<file path="src/rtl/maxi_initiator_pkg.sv">
// Shared widths and FSM state encodings for the AXI initiator bridge.
// The read and write paths each keep their own state type.
package maxi_initiator_pkg;

    localparam int ADDR_W = 32;
    localparam int ID_W   = 12;
    localparam int LEN_W  = 4;
    localparam int DATA_W = 32;
    localparam int RESP_W = 2;

    typedef enum logic [1:0] {
        R_IDLE = 2'd0,
        R_ADDR = 2'd1,
        R_DATA = 2'd2
    } rd_state_e;

    typedef enum logic [1:0] {
        W_IDLE = 2'd0,
        W_ADDR = 2'd1,
        W_DATA = 2'd2,
        W_RESP = 2'd3
    } wr_state_e;

endpackage

</file>
<file path="src/rtl/maxi_beat_counter.sv">
// Burst beat counter: loads a burst length, counts accepted beats and flags the final beat.
// It holds at the final beat, so the count never wraps inside a burst.
module maxi_beat_counter
    import maxi_initiator_pkg::*;
(
    input  logic             clk,
    input  logic             rst_n,
    input  logic             load_s,
    input  logic [LEN_W-1:0] len_in_s,
    input  logic             incr_s,
    output logic [LEN_W-1:0] count_r,
    output logic [LEN_W-1:0] len_r,
    output logic             last_s
);

    // Count register and latched burst length.
    always_ff @(posedge clk or negedge rst_n) begin
        if (!rst_n) begin
            count_r <= {LEN_W{1'b0}};
            len_r   <= {LEN_W{1'b0}};
        end else if (load_s) begin
            count_r <= {LEN_W{1'b0}};
            len_r   <= len_in_s;
        end else if (incr_s && !last_s) begin
            count_r <= count_r + {{(LEN_W-1){1'b0}}, 1'b1};
        end else begin
            count_r <= count_r;
        end
    end

    assign last_s = (count_r == len_r);

endmodule

</file>
<file path="src/rtl/maxi_initiator.sv">
// User-side request/beat streams bridged onto an AXI-style ENA/RDY client port.
// Independent read and write FSMs; protoErr latches response-side inconsistencies.
module maxi_initiator
    import maxi_initiator_pkg::*;
#(
    parameter logic [ID_W-1:0] ID = 12'd0
) (
    input  logic              CLK,
    input  logic              nRST,
    // user read side
    input  logic              rdReq__ENA,
    output logic              rdReq__RDY,
    input  logic [ADDR_W-1:0] rdReq_addr,
    input  logic [LEN_W-1:0]  rdReq_len,
    output logic              rdData__ENA,
    input  logic              rdData__RDY,
    output logic [DATA_W-1:0] rdData_data,
    output logic [RESP_W-1:0] rdData_resp,
    output logic              rdData_last,
    // user write side
    input  logic              wrReq__ENA,
    output logic              wrReq__RDY,
    input  logic [ADDR_W-1:0] wrReq_addr,
    input  logic [LEN_W-1:0]  wrReq_len,
    input  logic              wrData__ENA,
    output logic              wrData__RDY,
    input  logic [DATA_W-1:0] wrData_data,
    output logic              wrDone__ENA,
    input  logic              wrDone__RDY,
    output logic [RESP_W-1:0] wrDone_resp,
    output logic              protoErr,
    // AXI client side
    output logic              AR__ENA,
    input  logic              AR__RDY,
    output logic [ADDR_W-1:0] AR_addr,
    output logic [ID_W-1:0]   AR_id,
    output logic [LEN_W-1:0]  AR_len,
    output logic              AW__ENA,
    input  logic              AW__RDY,
    output logic [ADDR_W-1:0] AW_addr,
    output logic [ID_W-1:0]   AW_id,
    output logic [LEN_W-1:0]  AW_len,
    output logic              W__ENA,
    input  logic              W__RDY,
    output logic [DATA_W-1:0] W_data,
    output logic [ID_W-1:0]   W_id,
    output logic              W_last,
    input  logic              R__ENA,
    output logic              R__RDY,
    input  logic [DATA_W-1:0] R_data,
    input  logic [ID_W-1:0]   R_id,
    input  logic              R_last,
    input  logic [RESP_W-1:0] R_resp,
    input  logic              B__ENA,
    output logic              B__RDY,
    input  logic [ID_W-1:0]   B_id,
    input  logic [RESP_W-1:0] B_resp
);

    rd_state_e         rd_state_r;
    wr_state_e         wr_state_r;
    logic [ADDR_W-1:0] rd_addr_r;
    logic [ADDR_W-1:0] wr_addr_r;
    logic              proto_err_r;

    logic              rd_req_xfer_s;
    logic              wr_req_xfer_s;
    logic              ar_xfer_s;
    logic              aw_xfer_s;
    logic              r_xfer_s;
    logic              w_xfer_s;
    logic              b_xfer_s;

    logic [LEN_W-1:0]  rd_count_s;
    logic [LEN_W-1:0]  rd_len_s;
    logic              rd_last_s;
    logic [LEN_W-1:0]  wr_count_s;
    logic [LEN_W-1:0]  wr_len_s;
    logic              wr_last_s;

    // Handshake qualification: every ENA output is gated by its partner RDY.
    assign rd_req_xfer_s = rdReq__ENA && (rd_state_r == R_IDLE);
    assign wr_req_xfer_s = wrReq__ENA && (wr_state_r == W_IDLE);
    assign ar_xfer_s     = (rd_state_r == R_ADDR) && AR__RDY;
    assign aw_xfer_s     = (wr_state_r == W_ADDR) && AW__RDY;
    assign r_xfer_s      = (rd_state_r == R_DATA) && rdData__RDY && R__ENA;
    assign w_xfer_s      = (wr_state_r == W_DATA) && W__RDY && wrData__ENA;
    assign b_xfer_s      = (wr_state_r == W_RESP) && wrDone__RDY && B__ENA;

    maxi_beat_counter u_rd_cnt (
        .clk      (CLK),
        .rst_n    (nRST),
        .load_s   (rd_req_xfer_s),
        .len_in_s (rdReq_len),
        .incr_s   (r_xfer_s),
        .count_r  (rd_count_s),
        .len_r    (rd_len_s),
        .last_s   (rd_last_s)
    );

    maxi_beat_counter u_wr_cnt (
        .clk      (CLK),
        .rst_n    (nRST),
        .load_s   (wr_req_xfer_s),
        .len_in_s (wrReq_len),
        .incr_s   (w_xfer_s),
        .count_r  (wr_count_s),
        .len_r    (wr_len_s),
        .last_s   (wr_last_s)
    );

    // Read FSM: request latch, AR issue, then beat streaming until the final beat.
    always_ff @(posedge CLK or negedge nRST) begin
        if (!nRST) begin
            rd_state_r <= R_IDLE;
            rd_addr_r  <= {ADDR_W{1'b0}};
        end else begin
            case (rd_state_r)
                R_IDLE: begin
                    if (rd_req_xfer_s) begin
                        rd_addr_r  <= rdReq_addr;
                        rd_state_r <= R_ADDR;
                    end else begin
                        rd_state_r <= R_IDLE;
                    end
                end
                R_ADDR: begin
                    if (ar_xfer_s) begin
                        rd_state_r <= R_DATA;
                    end else begin
                        rd_state_r <= R_ADDR;
                    end
                end
                R_DATA: begin
                    if (r_xfer_s && rd_last_s) begin
                        rd_state_r <= R_IDLE;
                    end else begin
                        rd_state_r <= R_DATA;
                    end
                end
                default: rd_state_r <= R_IDLE;
            endcase
        end
    end

    // Write FSM: request latch, AW issue, data beats, then wait for the B response.
    always_ff @(posedge CLK or negedge nRST) begin
        if (!nRST) begin
            wr_state_r <= W_IDLE;
            wr_addr_r  <= {ADDR_W{1'b0}};
        end else begin
            case (wr_state_r)
                W_IDLE: begin
                    if (wr_req_xfer_s) begin
                        wr_addr_r  <= wrReq_addr;
                        wr_state_r <= W_ADDR;
                    end else begin
                        wr_state_r <= W_IDLE;
                    end
                end
                W_ADDR: begin
                    if (aw_xfer_s) begin
                        wr_state_r <= W_DATA;
                    end else begin
                        wr_state_r <= W_ADDR;
                    end
                end
                W_DATA: begin
                    if (w_xfer_s && wr_last_s) begin
                        wr_state_r <= W_RESP;
                    end else begin
                        wr_state_r <= W_DATA;
                    end
                end
                W_RESP: begin
                    if (b_xfer_s) begin
                        wr_state_r <= W_IDLE;
                    end else begin
                        wr_state_r <= W_RESP;
                    end
                end
                default: wr_state_r <= W_IDLE;
            endcase
        end
    end

    // Sticky protocol-error flag; only a reset clears it.
    always_ff @(posedge CLK or negedge nRST) begin
        if (!nRST) begin
            proto_err_r <= 1'b0;
        end else if ((r_xfer_s && ((R_last != rd_last_s) || (R_id != ID))) ||
                     (b_xfer_s && (B_id != ID))) begin
            proto_err_r <= 1'b1;
        end else begin
            proto_err_r <= proto_err_r;
        end
    end

    assign protoErr    = proto_err_r;

    assign rdReq__RDY  = (rd_state_r == R_IDLE);
    assign AR__ENA     = ar_xfer_s;
    assign AR_addr     = rd_addr_r;
    assign AR_len      = rd_len_s;
    assign AR_id       = ID;
    assign R__RDY      = (rd_state_r == R_DATA) && rdData__RDY;
    assign rdData__ENA = r_xfer_s;
    assign rdData_data = R_data;
    assign rdData_resp = R_resp;
    assign rdData_last = rd_last_s;

    assign wrReq__RDY  = (wr_state_r == W_IDLE);
    assign AW__ENA     = aw_xfer_s;
    assign AW_addr     = wr_addr_r;
    assign AW_len      = wr_len_s;
    assign AW_id       = ID;
    assign wrData__RDY = (wr_state_r == W_DATA) && W__RDY;
    assign W__ENA      = w_xfer_s;
    assign W_data      = wrData_data;
    assign W_id        = ID;
    assign W_last      = wr_last_s;
    assign B__RDY      = (wr_state_r == W_RESP) && wrDone__RDY;
    assign wrDone__ENA = b_xfer_s;
    assign wrDone_resp = B_resp;

endmodule

</file>
<file path="config.mk">
export PLATFORM = sky130hd
export DESIGN_NAME = maxi_initiator
export DESIGN_NICKNAME = d
export VERILOG_FILES = /design/src/rtl/maxi_initiator_pkg.sv /design/src/rtl/maxi_beat_counter.sv /design/src/rtl/maxi_initiator.sv
export SDC_FILE = /design/constraint.sdc
export NUM_CORES = 1
export LEC_CHECK = 0
export BUFFER_PORTS_ARGS = -buffer_cell sky130_fd_sc_hd__buf_4
export CORE_AREA = 2 2 144 146
export DETAILED_ROUTE_END_ITERATION = 10
export DIE_AREA = 0 0 146 148
export PLACE_DENSITY = 0.46
export SLEW_MARGIN = 5
export SYNTH_ARGS = -nofsm -noshare
export SYNTH_HDL_FRONTEND = slang
export SYNTH_SLANG_ARGS = --single-unit
</file>
<file path="constraint.sdc">
create_clock -name CLK -period 2.7 [get_ports CLK]
set_input_delay 0.54 -clock CLK [delete_from_list [all_inputs] [get_ports CLK]]
set_output_delay 0.54 -clock CLK [all_outputs]
set_load 0.01 [all_outputs]
</file>
==> metrics.cfg <==
[run_status]
outcome=finished clean

[synthesis]
yosysTopAreaCell=dfrtp_1
synth_top_area_share_pct=49.18
yosysMostFrequentCell=buf_4
synth-seq-cells=85
synth_commonest_cells=buf_4 (104), dfrtp_1 (85), mux2_1 (43)
yosys-top-cells-area=dfrtp_1 (49%), buf_4 (18%), mux2_1 (11%)
ys_seq_area_share_pct=49.18
synth_cells=345
synthArstFlopShare_pct=100.0
synthFlopType=dfrtp_1
syn_area_mm2=0.004325
synth_cell_types=41
synth-edff-count=0
ys_warn_count=0
syn_area_per_cell_um2=12.54

[timing]
min_period_ns=2.223
worst_slack_ns=0.4773
hold_viol_final=0
skew_ns=0.005950
rsz0062_at_grt=false
setup_violations=0
fmax_mhz=449.9
maxSlewViolCount=0
finalCritPeriodShare_pct=82.32
tns_ns=0

[cells_and_area]
antenna_cells=0
postLayoutCoreUtil_pct=28.54
syn2layout_area_growth_pct=32.22
fillers=2076
layoutNonFillerInstCount=747
fin_nets=652
layout-drive-gt1-share_pct=52.20

[route]
ant_nets=0
dr.pass1.iters=6
via_count=2862
routed_wl_mm=12.97
drcViolationCount=0
wl_per_cell_um=17.36
drt_iter0_markers=69
via_per_inst=3.831

[worst_setup_path]
crit_start=u_rd_cnt.count_r[0]
worstPathArrival_ns=1.68
path_cells=xor2_1, nor4_2, buf_4
path_buf_inv=1
r2r-start=wr_state_r[1]
criticalPathCategory=reg -> out
crit_slowest_cell=nor4_2
worstPathRequired_ns=2.16
end_kind=output pin
timing.rr.end=AW_addr[27]
start_kind=register
r2r_slack_ns=0.92
r2r_cells=4
path_depth=3
cp_max_fo=4
critPathTopFamily=simple AND/OR/NAND/NOR gates
cpPeakStageDelay_ns=0.48
endpoint=rdData_last

[pwr]
power.switching_w=0.001951
p_clk_share_pct=19.3
pwr-share-seq_pct=38.7
power.density_mw_per_mm2=1029
p_comb_share_pct=42.0
p_leak_nw=2.742
p_sw_share_pct=33.17
internal-power_w=0.003932
vdd_drop_max_mv=0.4362
power_w=0.005884

[grt]
grtUsageMet3_pct=7.160
grt_max_degree=65
grt_pass1_vias=3079
gr-usage-met2_pct=20.40
grt_usage_pct=11.52
grt_overflow=0
grt_pass1_wl_mm=18.59
grt_busiest_layer=met2
antenna_found_initial=0
use_met1_pct=10.46

[clock_network]
hold_buffers=0
cts_setup_buffers=0
cts_tree=done
numCtsBuffers=9
path_clk_slew_ns=0.06
h-tree-depth=3
numClockSinks=85
cts_root_buf=clkbuf_16
cts_resized=0
cts_buffer_depth=2
clk_latency_ns=0.34

[die]
start_util_pct=21.58
die_y_um=148
die_width_um=146
die_area_mm2=0.02161
rows=52
coreArea_mm2=0.02004
pin_count=366

[run]
cap_violations=0

[placed_design]
dp_cells=732
place.gp.congestion=0.8092
post-place-ws_ns=0.8206
place_hpwl_mm=10.79
portBuffers=193

[hold_path]
hold_class=in -> async

[power groups by stage]
stage / clock, W / combinational (W) / sequential, W
floorplan: 0 / 0.00109 / 0.00250
global placement: 0 / 0.00251 / 0.00227
detailed placement: 0 / 0.00253 / 0.00229
CTS: 0.00119 / 0.00253 / 0.00229
global route: 0.00123 / 0.00268 / 0.00237
finish: 0.00114 / 0.00247 / 0.00228
[state kept, by name, indices dropped and copies added (netlist names)]
| name | flops |
|---|---|
| protoErr | 1 |
| wr_state_r | 2 |
| AR_addr | 32 |
| u_rd_cnt.count_r | 4 |
| AW_addr | 32 |
| u_rd_cnt.len_r | 4 |
| u_wr_cnt.count_r | 4 |
| rd_state_r | 2 |
| u_wr_cnt.len_r | 4 |
[cell usage in the layout (no fill, tap or decap), types with 2 or more instances in the layout]
cell / netlist / layout
buf_4: 104 / 193
dfrtp_1: 85 / 85
mux2_1: 43 / 43
conb_1: 1 / 36
mux2_2: 29 / 29
nor2_1: 9 / 9
clkbuf_16: 0 / 9
xnor2_1: 7 / 7
nand2_1: 6 / 6
nor4_1: 6 / 6
mux2i_1: 5 / 5
xor2_1: 4 / 4
clkinv_2: 1 / 3
inv_1: 3 / 3
nand2b_1: 3 / 3
buf_12: 0 / 3
a21oi_1: 2 / 2
and2_2: 0 / 2
nand3_1: 2 / 2
ha_1: 2 / 2
clkinvlp_4: 0 / 2
[through the flow]
| stage | area [um^2] | hold slack [ns] |
|---|---|---|
| 3_5_place_dp | 5451 | 0.4541 |
| 3_3_place_gp | 5451 | 0.4501 |
| 2_1_floorplan | 4457 | 0.2444 |
| 6_report | 5719 | 0.08693 |
| 4_1_cts | 5719 | 0.08144 |
| 5_1_grt | 5719 | 0.09153 |
[how the worst min path moves through the flow]
stage	startpoint	endpoint	slack, ns
floorplan	nRST	AR_addr[0]	0.24
global placement	nRST	AR_addr[23]	0.45
detailed placement	nRST	AR_addr[23]	0.45
CTS	nRST	AR_addr[23]	0.08
global route	nRST	AR_addr[23]	0.09
finish	nRST	AR_addr[23]	0.09
[cell families (layout without fill, tap and decap cells)]
group	count (synthesis)	in the layout	share of synthesized area [%]
fa+ha+maj	2	2	0.5784
buf+inv	118	215	20.13
simple gates	40	40	5.381
flops	85	85	49.18
other cells	1	36	0.08670
mux	78	78	20.25
compound gates	10	10	2.170
xor+xnor	11	11	2.227
[area by class of cell]
| type | instances | area, um^2 | share of cell area (%) |
|---|---|---|---|
| clock buffers | 11 | 242.7 | 4.244 |
| clock inverters | 4 | 25.02 | 0.4375 |
| inverters | 4 | 16.27 | 0.2844 |
| multi-input cells | 177 | 1461 | 25.55 |
| flip-flops and latches | 85 | 2127 | 37.19 |
| well taps | 270 | 337.8 | 5.907 |
| repair buffers | 196 | 1509 | 26.38 |
[per-layer routing]
metal / part of all wire, % / up-vias / wire [um]
met5: 0 / - / 0
met4: 2.1 / 0 / 278
met3: 15 / 17 / 1940
met2: 53 / 215 / 6820
met1: 30 / 1356 / 3926
li1: - / 1274 / -
Note: power is estimated with default switching activity, not from simulation.
